File: src/rtl/mem_nch_pkg.sv
// Shared constants and helpers for the multi-channel scratch memory (mem_nch).
package mem_nch_pkg;

  localparam int MAX_CH    = 8;
  localparam int PAR_MAX_W = 64;

  function automatic int slice_lo(input int idx, input int w);
    return idx * w;
  endfunction

  // Even parity over a zero-extended data word; zero padding does not change the result.
  function automatic logic even_parity(input logic [PAR_MAX_W-1:0] d);
    return ^d;
  endfunction

endpackage

File: src/rtl/mem_nch_rr_arbiter.sv
// Combinational round-robin picker: first requester at or after ptr, wrapping, wins.
module rr_arbiter #(
  parameter int N  = 2,
  parameter int PW = (N > 1) ? $clog2(N) : 1
) (
  input  logic [N-1:0]  req,
  input  logic [PW-1:0] ptr,
  output logic [N-1:0]  gnt,
  output logic [PW-1:0] gnt_idx,
  output logic          any
);

  logic [PW-1:0] idx;

  always_comb begin
    gnt     = '0;
    gnt_idx = '0;
    any     = 1'b0;
    idx     = '0;
    for (int i = 0; i < N; i++) begin
      idx = PW'((int'(ptr) + i) % N);
      if (!any && req[idx]) begin
        any     = 1'b1;
        gnt_idx = idx;
      end
    end
    if (any) gnt[gnt_idx] = 1'b1;
  end

endmodule

File: src/rtl/mem_nch.sv
// Multi-channel WIDTH x DEPTH scratch RAM with registered round-robin service, one op per clock.
// Optional feature: define MEM_NCH_PARITY_EN to store an even-parity bit per word and flag mismatches on read.
module mem_nch
  import mem_nch_pkg::*;
#(
  parameter int WIDTH      = 8,
  parameter int DEPTH      = 32,
  parameter int ADDR_WIDTH = $clog2(DEPTH),
  parameter int NUM_CH     = 2
) (
  input  logic                         clk,
  input  logic                         res,
  input  logic [NUM_CH-1:0]            valid,
  input  logic [NUM_CH-1:0]            wr_rd,
  input  logic [NUM_CH*ADDR_WIDTH-1:0] addr,
  input  logic [NUM_CH*WIDTH-1:0]      wdata,
  output logic [NUM_CH*WIDTH-1:0]      rdata,
  output logic [NUM_CH-1:0]            ready,
  output logic [NUM_CH-1:0]            err
);

  localparam int PW = (NUM_CH > 1) ? $clog2(NUM_CH) : 1;
  localparam int unsigned DEPTH_U = DEPTH;
`ifdef MEM_NCH_PARITY_EN
  localparam int MW = WIDTH + 1;
`else
  localparam int MW = WIDTH;
`endif

  if (NUM_CH < 1 || NUM_CH > MAX_CH) begin : g_bad_num_ch
    $error("mem_nch: NUM_CH out of range");
  end

  logic [MW-1:0]         mem [DEPTH];
  logic [PW-1:0]         rr_ptr;
  logic [PW-1:0]         gnt_idx;
  logic [NUM_CH-1:0]     gnt;
  logic                  any;
  logic [ADDR_WIDTH-1:0] addr_ch  [NUM_CH];
  logic [WIDTH-1:0]      wdata_ch [NUM_CH];
  logic [WIDTH-1:0]      rdata_q  [NUM_CH];

  logic                  sel_wr;
  logic [ADDR_WIDTH-1:0] sel_addr;
  logic [WIDTH-1:0]      sel_wdata;
  logic                  in_range;
  logic [MW-1:0]         rd_word;
  logic [MW-1:0]         wr_word;
  logic                  par_bad;
  logic                  grant_err;

  always_comb begin
    for (int c = 0; c < NUM_CH; c++) begin
      addr_ch[c]  = addr[slice_lo(c, ADDR_WIDTH) +: ADDR_WIDTH];
      wdata_ch[c] = wdata[slice_lo(c, WIDTH) +: WIDTH];
      rdata[slice_lo(c, WIDTH) +: WIDTH] = rdata_q[c];
    end
  end

  // A channel still showing ready this cycle was just served; masking it prevents double service.
  rr_arbiter #(.N(NUM_CH), .PW(PW)) u_arb (
    .req     (valid & ~ready),
    .ptr     (rr_ptr),
    .gnt     (gnt),
    .gnt_idx (gnt_idx),
    .any     (any)
  );

  always_comb begin
    sel_wr    = wr_rd[gnt_idx];
    sel_addr  = addr_ch[gnt_idx];
    sel_wdata = wdata_ch[gnt_idx];
    in_range  = 32'(sel_addr) < DEPTH_U;
    rd_word   = in_range ? mem[sel_addr] : '0;
`ifdef MEM_NCH_PARITY_EN
    wr_word   = {even_parity(PAR_MAX_W'(sel_wdata)), sel_wdata};
    par_bad   = in_range && (rd_word[WIDTH] != even_parity(PAR_MAX_W'(rd_word[WIDTH-1:0])));
`else
    wr_word   = sel_wdata;
    par_bad   = 1'b0;
`endif
    grant_err = !in_range || (!sel_wr && par_bad);
  end

  // Storage is deliberately not reset; res only blocks a write from landing.
  always_ff @(posedge clk) begin
    if (!res && any && sel_wr && in_range) mem[sel_addr] <= wr_word;
  end

  always_ff @(posedge clk or posedge res) begin
    if (res) begin
      ready  <= '0;
      err    <= '0;
      rr_ptr <= '0;
      for (int c = 0; c < NUM_CH; c++) rdata_q[c] <= '0;
    end else begin
      ready <= gnt;
      err   <= '0;
      if (any) begin
        err[gnt_idx] <= grant_err;
        if (!sel_wr) rdata_q[gnt_idx] <= rd_word[WIDTH-1:0];
        rr_ptr <= (int'(gnt_idx) == NUM_CH - 1) ? '0 : gnt_idx + 1'b1;
      end
    end
  end

endmodule

File: config.mk
export PLATFORM = sky130hd
export DESIGN_NAME = mem_nch
export DESIGN_NICKNAME = d
export VERILOG_FILES = /design/src/rtl/mem_nch_pkg.sv /design/src/rtl/mem_nch_rr_arbiter.sv /design/src/rtl/mem_nch.sv
export SDC_FILE = /design/constraint.sdc
export NUM_CORES = 1
export LEC_CHECK = 0
export BUFFER_PORTS_ARGS = -buffer_cell sky130_fd_sc_hd__clkbuf_2
export CAP_MARGIN = 20
export CORE_AREA = 2 2 159 239
export DETAILED_ROUTE_END_ITERATION = 10
export DIE_AREA = 0 0 161 241
export PLACE_DENSITY = 0.42
export SYNTH_ARGS = -nofsm -noshare
export SYNTH_HDL_FRONTEND = slang
export SYNTH_HIERARCHICAL = 1
export SYNTH_SLANG_ARGS = --single-unit
export TNS_END_PERCENT = 5
File: constraint.sdc
create_clock -name clk -period 4.8 [get_ports clk]
set_input_delay 0.96 -clock clk [delete_from_list [all_inputs] [get_ports clk]]
set_output_delay 0.96 -clock clk [all_outputs]
set_load 0.005 [all_outputs]
## Word-level counts from Yosys, hierarchy flattened

Memory sizes are Yosys's and may differ from the RTL's.
Index checks and enable logic that the tools add are counted.

| cells by class | value |
|---|---|
| multiplexer cells | 25 |
| bitwise operators | 4 |
| reductions and logical operators | 8 |
| add/sub/neg operators | 2 |
| order comparisons | 6 |

Operator list:

| cell | number |
|---|---|
| 8-bit two-way mux | 4 |
| 16-bit bitwise mux | 1 |
| 5-bit two-way mux | 3 |
| 1-bit two-way mux | 14 |
| 8-bit demux with 1-bit select | 1 |
| 1-bit by 2-bit less-than comparator with 1-bit output (second input constant) | 3 |
| 1-bit logical AND | 5 |
| 1-bit adder (second input constant) | 2 |
| 2-bit AND | 1 |
| 2-bit greater-or-equal comparator (second input constant) | 1 |
| 1-bit zero test | 2 |
| 2-bit by 1-bit less-than comparator with 1-bit output (second input constant) | 1 |
| 2-bit two-way mux | 1 |
| 1-bit NOT with 2-bit output | 1 |
| 2-bit NOT | 1 |
| 2-bit AND reduction | 1 |
| 1-bit demux with 1-bit select | 1 |
| 1-bit greater-or-equal comparator (second input constant) | 1 |
| 1-bit NOT | 1 |

| storage, ports and cells | value |
|---|---|
| bits in registers | 19 |
| bits in writable memories | 256 |
| word-level logic and storage cells | 50 |
| memories kept | 1 |

Memory list:

| name | depth | bits a word | read ports | clocked after memory_dff | wr ports | line | text |
|---|---|---|---|---|---|---|---|
| mem | 32 | 8 | 1 | 0 | 1 | mem_nch.sv:34 | `logic [MW-1:0] mem [DEPTH];` |

## Longest topological paths before layout

Gate-level depths: netlist of the first run.

| logic depth | value |
|---|---|
| depth in word-level cells | 14 |
| mapped depth | 13 |
| gate-level depth less buffers | 8 |

## Hierarchy

The synthesis of the first run kept the hierarchy.

By module, submodules not included:

| module | cells each | times used | area an instance (sq um) |
|---|---|---|---|
| mem_nch | 695 | 1 | 10845.4 |
| rr_arbiter | 5 | 1 | 32.5 |

## Worst setup path after synthesis of the first run

Ideal clock, no wire load.

| path | value |
|---|---|
| path kind | input-to-reg |
| start point | in valid[1] |
| end point | mem mem[10][0] (netlist name), enable pin |
| buffers on the path | 4 |
| slack | 1.363 ns |
| arrival | 3.067 ns |
| cell stages on the path | 9 |
| library setup time | 0.370 ns |
| cell sequence | nor2b_1 > a21boi_1 > buf_6 > mux2_4 > buf_6 > clkbuf_1 > buf_1 > nand2_1 > nor2_1 |

| between the ends | value |
|---|---|
| cells in the longest elaborated chain, start to end | 12 |

Ends and longest elaborated chain:

| element | line | text |
|---|---|---|
| start, declared | mem_nch.sv:13 | `input logic [NUM_CH-1:0] valid,` |
| 2-bit AND * | mem_nch.sv:62 | `.req (valid & ~ready),` |
| 1-bit two-way mux (not written as such) (2 in series) | mem_nch_rr_arbiter.sv:22 | `if (!any && req[idx]) begin` |
| 1-bit two-way mux | mem_nch_rr_arbiter.sv:22 |  |
| 1-bit zero test | mem_nch_rr_arbiter.sv:22 |  |
| 1-bit logical AND | mem_nch_rr_arbiter.sv:22 |  |
| 1-bit two-way mux * | mem_nch_rr_arbiter.sv:22 |  |
| net gnt_idx | mem_nch.sv:36 | `logic [PW-1:0] gnt_idx;` |
| 1-bit two-way mux (not written as such) (2 in series) | mem_nch.sv:70 | `sel_wr = wr_rd[gnt_idx];` |
| 1-bit logical AND | mem_nch.sv:87 | `if (!res && any && sel_wr && in_range) mem[sel_addr] <= wr_word;` |
| 1-bit two-way mux | mem_nch.sv:87 |  |
| 1-bit two-way mux (not written as such) | mem_nch.sv:87 |  |
| end, declared | mem_nch.sv:34 |  |

The timed path passes the listed nets; every way through them passes the cells marked *. The select of a mux whose other input is x is not followed.

## Final worst setup path of the first run

| path | value |
|---|---|
| start point | in valid[1] |
| end point | reg rdata_q, in the netlist rdata[8] |

| between the ends | value |
|---|---|
| cells in the longest elaborated chain, start to end | 13 |

Ends and longest elaborated chain:

| element | line | text |
|---|---|---|
| 2-bit AND * | mem_nch.sv:62 |  |
| 1-bit two-way mux (not written as such) (2 in series) | mem_nch_rr_arbiter.sv:22 |  |
| 1-bit two-way mux | mem_nch_rr_arbiter.sv:22 |  |
| 1-bit zero test | mem_nch_rr_arbiter.sv:22 |  |
| 1-bit logical AND | mem_nch_rr_arbiter.sv:22 |  |
| 1-bit two-way mux * | mem_nch_rr_arbiter.sv:22 |  |
| net gnt_idx | mem_nch.sv:36 |  |
| 1-bit NOT with 2-bit output (not written as such) | mem_nch.sv:71, mem_nch.sv:101 |  |
| 5-bit two-way mux (not written as such), or another cell as far along | mem_nch.sv:71 | `sel_addr = addr_ch[gnt_idx];` |
| 5-bit two-way mux (not written as such) / 1-bit logical AND (equally long branches) | mem_nch.sv:71, mem_nch.sv:101 |  |
| 5-bit two-way mux (not written as such) / 8-bit two-way mux (equally long branches) | mem_nch.sv:71, mem_nch.sv:101 |  |
| memory 32 x 8 bit / 8-bit demux with 1-bit select (equally long branches) | - |  |
| 16-bit bitwise mux | mem_nch.sv:101 | `if (!sel_wr) rdata_q[gnt_idx] <= rd_word[WIDTH-1:0];` |
| end signal, assigned by index | mem_nch.sv:101 |  |
| end, declared | mem_nch.sv:41 | `logic [WIDTH-1:0] rdata_q [NUM_CH];` |

Marks and branches as above.
A chain may end at the register's enable or synchronous reset.

==> results of run 1 <==
sequential cells by signal (all words and copies together) (netlist names):
register  count
ready         2
mem         256
rr_ptr        1
rdata        16
Yosys cell counts (all sizes together) (2+ instances only):
cell / n / area, µm²
a31oi: 15 / 93.8
a21boi: 3 / 22.5
a2111oi: 2 / 17.5
o21ai: 4 / 31.3
mux4: 12 / 270
nor2b: 17 / 106
buf: 19 / 114
and2: 2 / 12.5
and4b: 2 / 20.0
a21oi: 54 / 270
o21a: 6 / 45.0
or4: 8 / 60.1
mux2i: 19 / 190
nor3b: 2 / 15.0
clkbuf: 17 / 63.8
inv: 4 / 15.0
nand2: 54 / 203
nor4: 8 / 50.1
and3b: 3 / 26.3
dfrtp: 19 / 475
or2: 4 / 25.0
o32ai: 8 / 70.1
edfxtp: 256 / 7690
nor2: 74 / 278
a32oi: 3 / 26.3
a22oi: 62 / 465
mux2: 13 / 154
cells by family (layout without fill, tap and decap cells):
| kind of cell | Yosys count | in the layout | synth area share |
|---|---|---|---|
| multiplexers | 44 | 44 | 0.0565 |
| flip-flops | 275 | 275 | 0.750 |
| AND/OR/NAND/NOR | 181 | 181 | 0.0779 |
| other | 1 | 3 | 0.000345 |
| AO/OA/AOI/OAI | 159 | 159 | 0.0972 |
| buffers and inverters | 40 | 154 | 0.0177 |
where the power goes:
part           leakage (nW)  switching [mW]  total (mW)  internal (mW)
combinational          1.38           0.390       0.602          0.211
clock                 0.413           0.882        2.07           1.19
sequential             2.52          0.0516        2.78           2.73
total                  4.31            1.32        5.46           4.13
routing by layer:
layer,vias up,part of all wire
met5,-,0
met4,0,0.038
met3,59,0.029
met2,164,0.54
met1,3287,0.40
li1,2927,-
path summary, 6_finish.rpt:
path	start	to	slack (ns)
min in group clk	rr_ptr$_DFFE_PP0P_	ready[0]$_DFF_PP0_	0.48
max reg2reg	ready[1]$_DFF_PP0_	rdata[8]$_DFFE_PP0P_	1.15
max in group asynchronous	res	rdata[7]$_DFFE_PP0P_	4.15
max	valid[1]	rdata[8]$_DFFE_PP0P_	1.02
min reg2reg	rr_ptr$_DFFE_PP0P_	ready[0]$_DFF_PP0_	0.48
min	res	rdata[5]$_DFFE_PP0P_	0.43
cell type report:
type | count | area share
diodes | 1 | 0.000195
clock buffers | 31 | 0.0538
clock inverters | 16 | 0.0127
inverters | 4 | 0.00117
multi-input cells | 386 | 0.198
flip-flops and latches | 275 | 0.636
well taps | 484 | 0.0472
repair buffers | 103 | 0.0507
worst min-delay path, stage by stage:
cell	delay [ns]
sky130_fd_sc_hd__clkbuf_2	0.08
sky130_fd_sc_hd__inv_1	0.04
sky130_fd_sc_hd__buf_4	0.27
==> results.py, run 1 <==
metrics = {
    "critical_path": {
        "slowest_library_cell_on_the_worst_path": "sky130_fd_sc_hd__nor4_1",
        "worstRegToRegCells": 8,
        "critPathLaunchType": "input port",
        "timing_worst_setup_path_type": "input port to register",
        "critical_path.max_fanout": 23,
        "slowest_delay_ns": 0.78,
        "number_of_buffers_and_inverters_on_the_critical_path": 2,
        "worst_setup_path_end_kind": "register",
        "critical_path_required_ns": 5.17,
        "timing.critical_path.arrival_ns": 4.16,
        "number_of_logic_stages_on_the_critical_path_including_buffering": 9,
        "worst_path_dominant_cell_family": "simple AND/OR/NAND/NOR gates",
        "path_cells": "clkbuf_2 -> nor2b_1 -> a21boi_4 -> mux2_4 -> buf_4 -> mux2i_1 -> o32ai_1 -> nor4_1 -> a31oi_1",
    },
    "route": {
        "drt.antenna.violating_nets": 0,
        "via_per_inst": 4.95,
        "postRouteWirelength_um": 30300,
        "drc": 0,
        "via_count": 6437,
        "drt_first_iter_violations": 454,
        "drt_pre_antenna_iters": 5,
        "routed_wire_length_per_instance_um": 23.3,
    },
    "job": {
        "max_cap_violations": 0,
    },
    "place": {
        "detailedPlace.worstSlack_ns": 0.407,
        "dp_hpwl_um": 20400,
        "place_inst": 1252,
        "place.gp.congestion": 0.889,
        "placement.io_buffers": 49,
        "placed_cell_areas_um2": 12000,
    },
    "finish": {
        "post-route-util": 0.351,
        "finalInstanceArea_um2": 12800,
        "fin_nets": 829,
        "stdcell_count": 1300,
        "ff_latch_area_um2": 8160,
        "fillers": 3585,
        "syn2layout_area_growth_pct": 18.0,
        "most-common-layout-cells": "sky130_fd_sc_hd__edfxtp_1, sky130_fd_sc_hd__nor2_1, sky130_fd_sc_hd__a22oi_1",
        "layout.cells.most_common": "sky130_fd_sc_hd__edfxtp_1",
        "share_of_post_route_cells_with_drive_strength_above_1": 0.217,
        "multi_input_logic_area_um2": 2550,
    },
    "synthesis": {
        "synth.lib_cells_used.distinct": 43,
        "post_synth.cell_area_avg_um2": 15.5,
        "synthesis.area_um2": 10900,
        "seq_area_frac_synth": 0.750,
        "ys_async_sr_fraction": 0.0691,
        "synthesized_instance_count": 700,
        "synth_enable_flop_cells": 256,
        "synth_flop_cell": "sky130_fd_sc_hd__edfxtp_1",
        "number_of_warning_messages_in_the_yosys_log": 6,
        "ys_seq_elements": 275,
    },
    "sta": {
        "worst_hold_slack_ns": 0.431,
        "setup-violations-final": 0,
        "finalWorstPathRequiredPeriod_ns": 3.78,
        "final.setup.worst_slack_ns": 1.02,
        "final.setup_skew_ns": 0.00918,
        "finalMaxSlewViolations": 0,
        "worst-slew-pin-transition_ns": 0.897,
        "min_period_over_period": 0.788,
        "max_freq_mhz": 264,
        "rsz0062_at_grt": "no",
        "hold_violation_count_in_the_final_report": 0,
        "slew-limit-headroom": 0.402,
        "fin_tns_setup_ns": 0,
    },
    "global_route": {
        "global_route_track_usage_on_met3": 0.0139,
        "grt_util_met2": 0.290,
        "grt_first_pass_wirelength_um": 44400,
        "via_count_of_the_first_global_routing_pass": 6781,
        "antenna_found_initial": 0,
        "globalRouteMet1Util": 0.183,
        "global_route.peak_usage_layer": "met2",
        "maximum_number_of_pins_on_one_net_before_global_route_repair": 33,
        "global_route.overflow_total": 0,
        "gr-usage-all-layers": 0.156,
    },
    "clock_tree": {
        "postCtsSetupBuffers": 0,
        "cts-resized-gates": 0,
        "numClockSinks": 275,
        "worst_skew_pair.late_latency_ns": 0.53,
        "clock_tree.htree_level_count": 1,
        "cts_inserted_buffers": 27,
        "clock_transition_time_at_the_flip_flop_clock_pins_of_the_worst_setup_and_hold_paths_ns": 0.07,
        "bufs_on_longest_clock_path": 3,
        "cts_root_buffer": "sky130_fd_sc_hd__clkbuf_16",
        "cts.hold.buffers_added": 0,
        "cts_tree": "yes",
    },
    "floorplanning": {
        "fp.dieW_um": 161,
        "ios": 52,
        "floorplan.initialDensity": 0.297,
        "die-height_um": 241,
        "placementRows": 86,
        "floorplan.die_area_um2": 38800,
        "core_um2": 36600,
    },
    "pwr": {
        "power.ir.vdd_worst_uv": 277,
        "total_leakage_power_nw": 4.31,
        "totalPowerFinal_mw": 5.46,
        "power.density_cell_area_nw_per_um2": 425,
    },
    "hold_path": {
        "hold_path.class": "input port to asynchronous set/reset pin",
    },
    "run_status": {
        "run_status": "complete, no violations",
    },
}
No activity file was read; power rests on OpenSTA's default activity.
==> inputs of run 2 (changes only) <==
- ABC_AREA: default -> 1
- CORE_AREA: 2 2 159 239 -> 2 2 166 250
- DIE_AREA: 0 0 161 241 -> 0 0 168 252
- clock period: 4.8 -> 3.63 ns (I/O delays scaled with it)
==> results.py, run 2 <==
metrics = {
    "floorplanning": {
        "floorplan.die_area_um2": 42300,
        "floorplan.initialDensity": 0.299,
        "placementRows": 90,
        "core_um2": 40000,
        "die-height_um": 252,
        "fp.dieW_um": 168,
        "ios": 52,
    },
    "hold_path": {
        "hold_path.class": "input port to asynchronous set/reset pin",
    },
    "clock_tree": {
        "postCtsSetupBuffers": 0,
        "worst_skew_pair.late_latency_ns": 0.55,
        "numClockSinks": 275,
        "bufs_on_longest_clock_path": 3,
        "clock_transition_time_at_the_flip_flop_clock_pins_of_the_worst_setup_and_hold_paths_ns": 0.07,
        "cts_root_buffer": "sky130_fd_sc_hd__clkbuf_16",
        "cts.hold.buffers_added": 0,
        "cts_tree": "yes",
        "clock_tree.htree_level_count": 1,
        "cts-resized-gates": 0,
        "cts_inserted_buffers": 27,
    },
    "sta": {
        "max_freq_mhz": 300,
        "final.setup_skew_ns": 0.0109,
        "worst_hold_slack_ns": 0.203,
        "finalWorstPathRequiredPeriod_ns": 3.33,
        "fin_tns_setup_ns": 0,
        "rsz0062_at_grt": "no",
        "hold_violation_count_in_the_final_report": 0,
        "worst-slew-pin-transition_ns": 0.770,
        "finalMaxSlewViolations": 0,
        "min_period_over_period": 0.918,
        "setup-violations-final": 0,
        "slew-limit-headroom": 0.486,
    },
    "critical_path": {
        "path_cells": "nor2_1 -> inv_1 -> a21oi_2 -> nand2_2 -> nand2_2 -> buf_4 -> nand3_1 -> nor2_1 -> buf_4",
        "critical_path.max_fanout": 24,
        "critical_path.startpoint": "ready[1]$_DFF_PP0_",
        "worst_setup_path_end_kind": "register",
        "timing_worst_setup_path_type": "register to register",
        "slowest_library_cell_on_the_worst_path": "sky130_fd_sc_hd__nand3_1",
        "timing.critical_path.arrival_ns": 3.59,
        "critical_path_required_ns": 3.89,
        "slowest_delay_ns": 0.62,
        "critPathLaunchType": "register",
        "worstReg2RegStart": "ready[1]$_DFF_PP0_",
    },
    "route": {
        "drc": 0,
        "drt_pre_antenna_iters": 4,
        "via_count": 8155,
        "postRouteWirelength_um": 33500,
        "routed_wire_length_per_instance_um": 18.4,
        "via_per_inst": 4.49,
        "drt.antenna.violating_nets": 0,
        "drt_first_iter_violations": 443,
    },
    "global_route": {
        "grt_util_met2": 0.293,
        "grt_first_pass_wirelength_um": 49900,
        "via_count_of_the_first_global_routing_pass": 8176,
        "antenna_found_initial": 0,
        "gr-usage-all-layers": 0.158,
        "maximum_number_of_pins_on_one_net_before_global_route_repair": 65,
        "globalRouteMet1Util": 0.189,
        "global_route.overflow_total": 0,
        "global_route.peak_usage_layer": "met2",
        "global_route_track_usage_on_met3": 0.0207,
    },
    "place": {
        "placed_cell_areas_um2": 13100,
        "place.gp.congestion": 0.771,
        "placement.io_buffers": 49,
        "dp_hpwl_um": 21300,
        "place_inst": 1772,
    },
    "finish": {
        "max_flop_register": "mem",
        "antenna_cells_inserted": 0,
        "syn2layout_area_growth_pct": 17.2,
        "finalInstanceArea_um2": 14000,
        "fin_nets": 1327,
        "share_of_post_route_cells_with_drive_strength_above_1": 0.136,
        "layout.cells.most_common": "sky130_fd_sc_hd__nand2_1",
        "number_of_flip_flops_in_the_largest_register": 256,
        "most-common-layout-cells": "sky130_fd_sc_hd__nand2_1, sky130_fd_sc_hd__edfxtp_1, sky130_fd_sc_hd__nand3_1, sky130_fd_sc_hd__buf_4, sky130_fd_sc_hd__nor2_1",
        "fillers": 4083,
        "stdcell_count": 1818,
    },
    "pwr": {
        "total_leakage_power_nw": 5.99,
        "power.ir.vdd_worst_uv": 319,
        "totalPowerFinal_mw": 7.71,
        "power.density_cell_area_nw_per_um2": 551,
    },
    "synthesis": {
        "ys_async_sr_fraction": 0.0691,
        "synthesis.area_um2": 11900,
        "synth_flop_cell": "sky130_fd_sc_hd__edfxtp_1",
        "synth_top_cells_by_count": "sky130_fd_sc_hd__nand2_1, sky130_fd_sc_hd__edfxtp_1, sky130_fd_sc_hd__nand3_1, sky130_fd_sc_hd__nor2_1, sky130_fd_sc_hd__buf_2",
        "number_of_warning_messages_in_the_yosys_log": 6,
        "synth_largest_area_cell": "sky130_fd_sc_hd__edfxtp_1",
        "synthMostInstantiatedCell": "sky130_fd_sc_hd__nand2_1",
        "dominant_cells_by_area_after_synthesis": "sky130_fd_sc_hd__edfxtp_1, sky130_fd_sc_hd__nand2_1, sky130_fd_sc_hd__dfrtp_1",
        "seq_area_frac_synth": 0.683,
        "post_synth.cell_area_avg_um2": 9.97,
        "synth_enable_flop_cells": 256,
        "ys_seq_elements": 275,
        "synth.lib_cells_used.distinct": 22,
        "synth_largest_type_area_fraction": 0.643,
        "synthesized_instance_count": 1198,
    },
    "job": {
        "max_cap_violations": 0,
    },
    "run_status": {
        "run_status": "complete, no violations",
    },
}
==> run 2: cell count changes after synthesis, sizes merged, moves of 12 or more <==
cell    delta
a21oi     -50
a22oi     -62
a31oi     -15
buf       +31
clkbuf    -14
inv       +20
mux2      -13
mux2i     -19
mux4      -12
nand2    +644
nand3     +75
nor2      -21
nor2b     -17
==> run 2: logic make-up (layout without fill, tap and decap cells) <==
group,Yosys count,after routing,share of synthesized area
AND/OR/NAND/NOR,836,836,0.276
flip-flops,275,275,0.683
buffers and inverters,77,190,0.0353
AO/OA/AOI/OAI,9,9,0.00503
other,1,2,0.000314
==> run 2: layout make-up <==
| class | count | area (µm²) | area share |
|---|---|---|---|
| clock buffers | 33 | 698 | 0.0499 |
| repair buffers | 120 | 853 | 0.0610 |
| inverters | 24 | 95.1 | 0.00679 |
| multi-input cells | 847 | 3390 | 0.242 |
| clock inverters | 13 | 170 | 0.0122 |
| flip-flops and latches | 275 | 8160 | 0.583 |
| well taps | 506 | 633 | 0.0452 |
==> run 2: report_power, final <==
group          switching (mW)  internal (mW)
Combinational           0.848          0.356
Sequential             0.0480           3.63
Clock                    1.18           1.64
Total                    2.08           5.63
==> run 2: path summary, 6_finish.rpt <==
kind	cells after the start	slack (ns)	to
setup / recovery	9	0.30	mem[4][4]$_DFFE_PP_
hold / removal	3	0.20	rr_ptr$_DFFE_PP0P_
setup reg to reg	9	0.30	mem[4][4]$_DFFE_PP_
hold reg to reg	1	0.48	ready[0]$_DFF_PP0_
max in group asynchronous	3	3.21	rdata[8]$_DFFE_PP0P_
min in group clk	1	0.48	ready[0]$_DFF_PP0_
==> run 2: metal layers <==
metal | wire length [µm] | up-vias | part of all wire
li1 | - | 4091 | -
met1 | 14000 | 3874 | 0.42
met2 | 17600 | 138 | 0.53
met3 | 1050 | 52 | 0.031
met4 | 854 | 0 | 0.026
met5 | 0 | - | 0
==> run 2: stage by stage <==
stage,worst slack (ns),utilization
finish,0.299,0.350
global route,0.0956,0.350
CTS,0.269,0.350
detailed placement,-0.153,0.328
global placement,-0.124,0.328
floorplan,0.776,-
==> run 2: critical path: cells and delay by family (launching register included) <==
kind            cells  cell delay [ns]
simple gates        5             1.60
buf+inv             3             0.65
compound gates      1             0.40
flops               1             0.38
==> inputs of run 3 (changes only) <==
- BUFFER_PORTS_ARGS: -buffer_cell sky130_fd_sc_hd__clkbuf_2 -> default
- DONT_BUFFER_PORTS: default -> 1
- PLACE_DENSITY: 0.42 -> 0.41
==> results.py, run 3 (synthesis results as in run 2) <==
metrics = {
    "place": {
        "placement.io_buffers": 0,
        "dp_hpwl_um": 21900,
        "place.gp.congestion": 0.768,
    },
    "route": {
        "drc": 0,
        "routed_wire_length_per_instance_um": 19.2,
        "postRouteWirelength_um": 34000,
        "via_per_inst": 4.54,
        "via_count": 8053,
        "drt_first_iter_violations": 531,
        "drt.antenna.violating_nets": 0,
        "drt_pre_antenna_iters": 5,
    },
    "clock_tree": {
        "cts_root_buffer": "sky130_fd_sc_hd__clkbuf_16",
        "worst_skew_pair.late_latency_ns": 0.56,
        "numClockSinks": 275,
        "clock_transition_time_at_the_flip_flop_clock_pins_of_the_worst_setup_and_hold_paths_ns": 0.07,
        "cts.hold.buffers_added": 0,
        "clock_tree.htree_level_count": 1,
        "postCtsSetupBuffers": 0,
        "bufs_on_longest_clock_path": 3,
        "cts_tree": "yes",
        "cts-resized-gates": 0,
        "cts_inserted_buffers": 27,
    },
    "finish": {
        "number_of_flip_flops_in_the_largest_register": 256,
        "syn2layout_area_growth_pct": 15.0,
        "share_of_post_route_cells_with_drive_strength_above_1": 0.108,
        "layout.cells.most_common": "sky130_fd_sc_hd__nand2_1",
        "fin_nets": 1277,
        "most-common-layout-cells": "sky130_fd_sc_hd__nand2_1, sky130_fd_sc_hd__edfxtp_1, sky130_fd_sc_hd__nand3_1, sky130_fd_sc_hd__buf_4, sky130_fd_sc_hd__nor2_1",
        "max_flop_register": "mem",
        "antenna_cells_inserted": 0,
    },
    "sta": {
        "final.setup_skew_ns": 0.0227,
        "max_freq_mhz": 336,
        "fin_tns_setup_ns": 0,
        "worst_hold_slack_ns": 0.0773,
        "rsz0062_at_grt": "no",
        "finalMaxSlewViolations": 0,
        "finalWorstPathRequiredPeriod_ns": 2.97,
        "setup-violations-final": 0,
        "worst-slew-pin-transition_ns": 0.808,
        "slew-limit-headroom": 0.461,
        "hold_violation_count_in_the_final_report": 0,
        "min_period_over_period": 0.819,
    },
    "floorplanning": {
        "floorplan.die_area_um2": 42300,
        "placementRows": 90,
        "ios": 52,
        "die-height_um": 252,
        "floorplan.initialDensity": 0.299,
        "fp.dieW_um": 168,
        "core_um2": 40000,
    },
    "global_route": {
        "grt_util_met2": 0.301,
        "via_count_of_the_first_global_routing_pass": 8152,
        "global_route.peak_usage_layer": "met2",
        "global_route_track_usage_on_met3": 0.0195,
        "gr-usage-all-layers": 0.161,
        "maximum_number_of_pins_on_one_net_before_global_route_repair": 69,
        "globalRouteMet1Util": 0.191,
        "grt_first_pass_wirelength_um": 50800,
        "antenna_found_initial": 0,
        "global_route.overflow_total": 0,
    },
    "pwr": {
        "clock_power_share": 0.372,
        "total_leakage_power_nw": 5.78,
        "p_switching_mw": 2.11,
        "power_report.internal_total_mw": 5.51,
        "power.share.switching": 0.277,
        "power.density_cell_area_nw_per_um2": 554,
        "power.ir.vdd_worst_uv": 306,
        "power.combinational.fraction": 0.142,
        "seq_power_share": 0.486,
    },
    "critical_path": {
        "critical_path_required_ns": 3.89,
        "critical_path.max_fanout": 68,
        "timing_worst_setup_path_type": "register to register",
        "critPathLaunchType": "register",
        "worst_setup_path_end_kind": "register",
        "timing.critical_path.arrival_ns": 3.23,
    },
    "run_status": {
        "run_status": "complete, no violations",
    },
    "job": {
        "max_cap_violations": 0,
    },
    "hold_path": {
        "hold_path.class": "input port to asynchronous set/reset pin",
    },
}
==> run 3: power groups by stage <==
stage	clock, mW	sequential (mW)	combinational [mW]
final	2.84	3.70	1.08
after global routing	3.03	3.71	1.22
after CTS	2.93	3.70	1.11
after detailed placement	0	3.77	1.11
after global placement	0	3.77	1.11
after floorplan	0	3.75	0.694
==> run 3: path summary, 6_finish.rpt <==
check	start	endpoint	slack, ns	cells past startpoint
setup / recovery	ready[0]$_DFF_PP0_	mem[3][3]$_DFFE_PP_	0.66	10
hold / removal	res	rdata[14]$_DFFE_PP0P_	0.08	2
setup reg to reg	ready[0]$_DFF_PP0_	mem[3][3]$_DFFE_PP_	0.66	10
hold reg to reg	rr_ptr$_DFFE_PP0P_	ready[0]$_DFF_PP0_	0.48	1
max in group asynchronous	res	rdata[15]$_DFFE_PP0P_	3.33	2
min in group clk	valid[1]	ready[0]$_DFF_PP0_	0.41	3
==> run 3: layout make-up <==
cell class                      instances  area [µm²]
Timing Repair Buffer                   70         576
Tap cell                              506         633
Clock inverter                         22         211
Clock buffer                           28         679
Sequential cell                       275        8160
Fill cell                            4072       26200
Inverter                               24        95.1
Multi-Input combinational cell        847        3390
==> run 3: routing by layer <==
metal	routed length (µm)	part of all wire	up-vias
met2	17900	0.53	169
met5	0	0	-
met1	14000	0.41	3851
li1	-	-	3990
met4	788	0.023	0
met3	1290	0.038	43
==> run 3: worst max-delay path, cell delays in order, from the launching register on <==
cell	delay, ns
sky130_fd_sc_hd__dfrtp_1	0.39
sky130_fd_sc_hd__nor2_1	0.22
sky130_fd_sc_hd__a21oi_2	0.09
sky130_fd_sc_hd__buf_4	0.17
sky130_fd_sc_hd__inv_6	0.16
sky130_fd_sc_hd__nand2_2	0.12
sky130_fd_sc_hd__nand2_4	0.10
sky130_fd_sc_hd__buf_12	0.28
sky130_fd_sc_hd__nand3_1	0.60
sky130_fd_sc_hd__nor2_1	0.33
sky130_fd_sc_hd__buf_4	0.18
==> run 3: per-stage QoR <==
step	setup slack [ns]	std cells	area (µm²)	power (mW)	utilization
finish	0.657	1772	13700	7.62	0.344
global route	0.471	1772	13700	7.96	0.344
floorplan	0.776	1199	12000	4.45	-
detailed placement	0.256	1722	12900	4.88	0.322
CTS	0.596	1772	13700	7.74	0.344
global placement	0.279	1722	12900	4.88	0.322
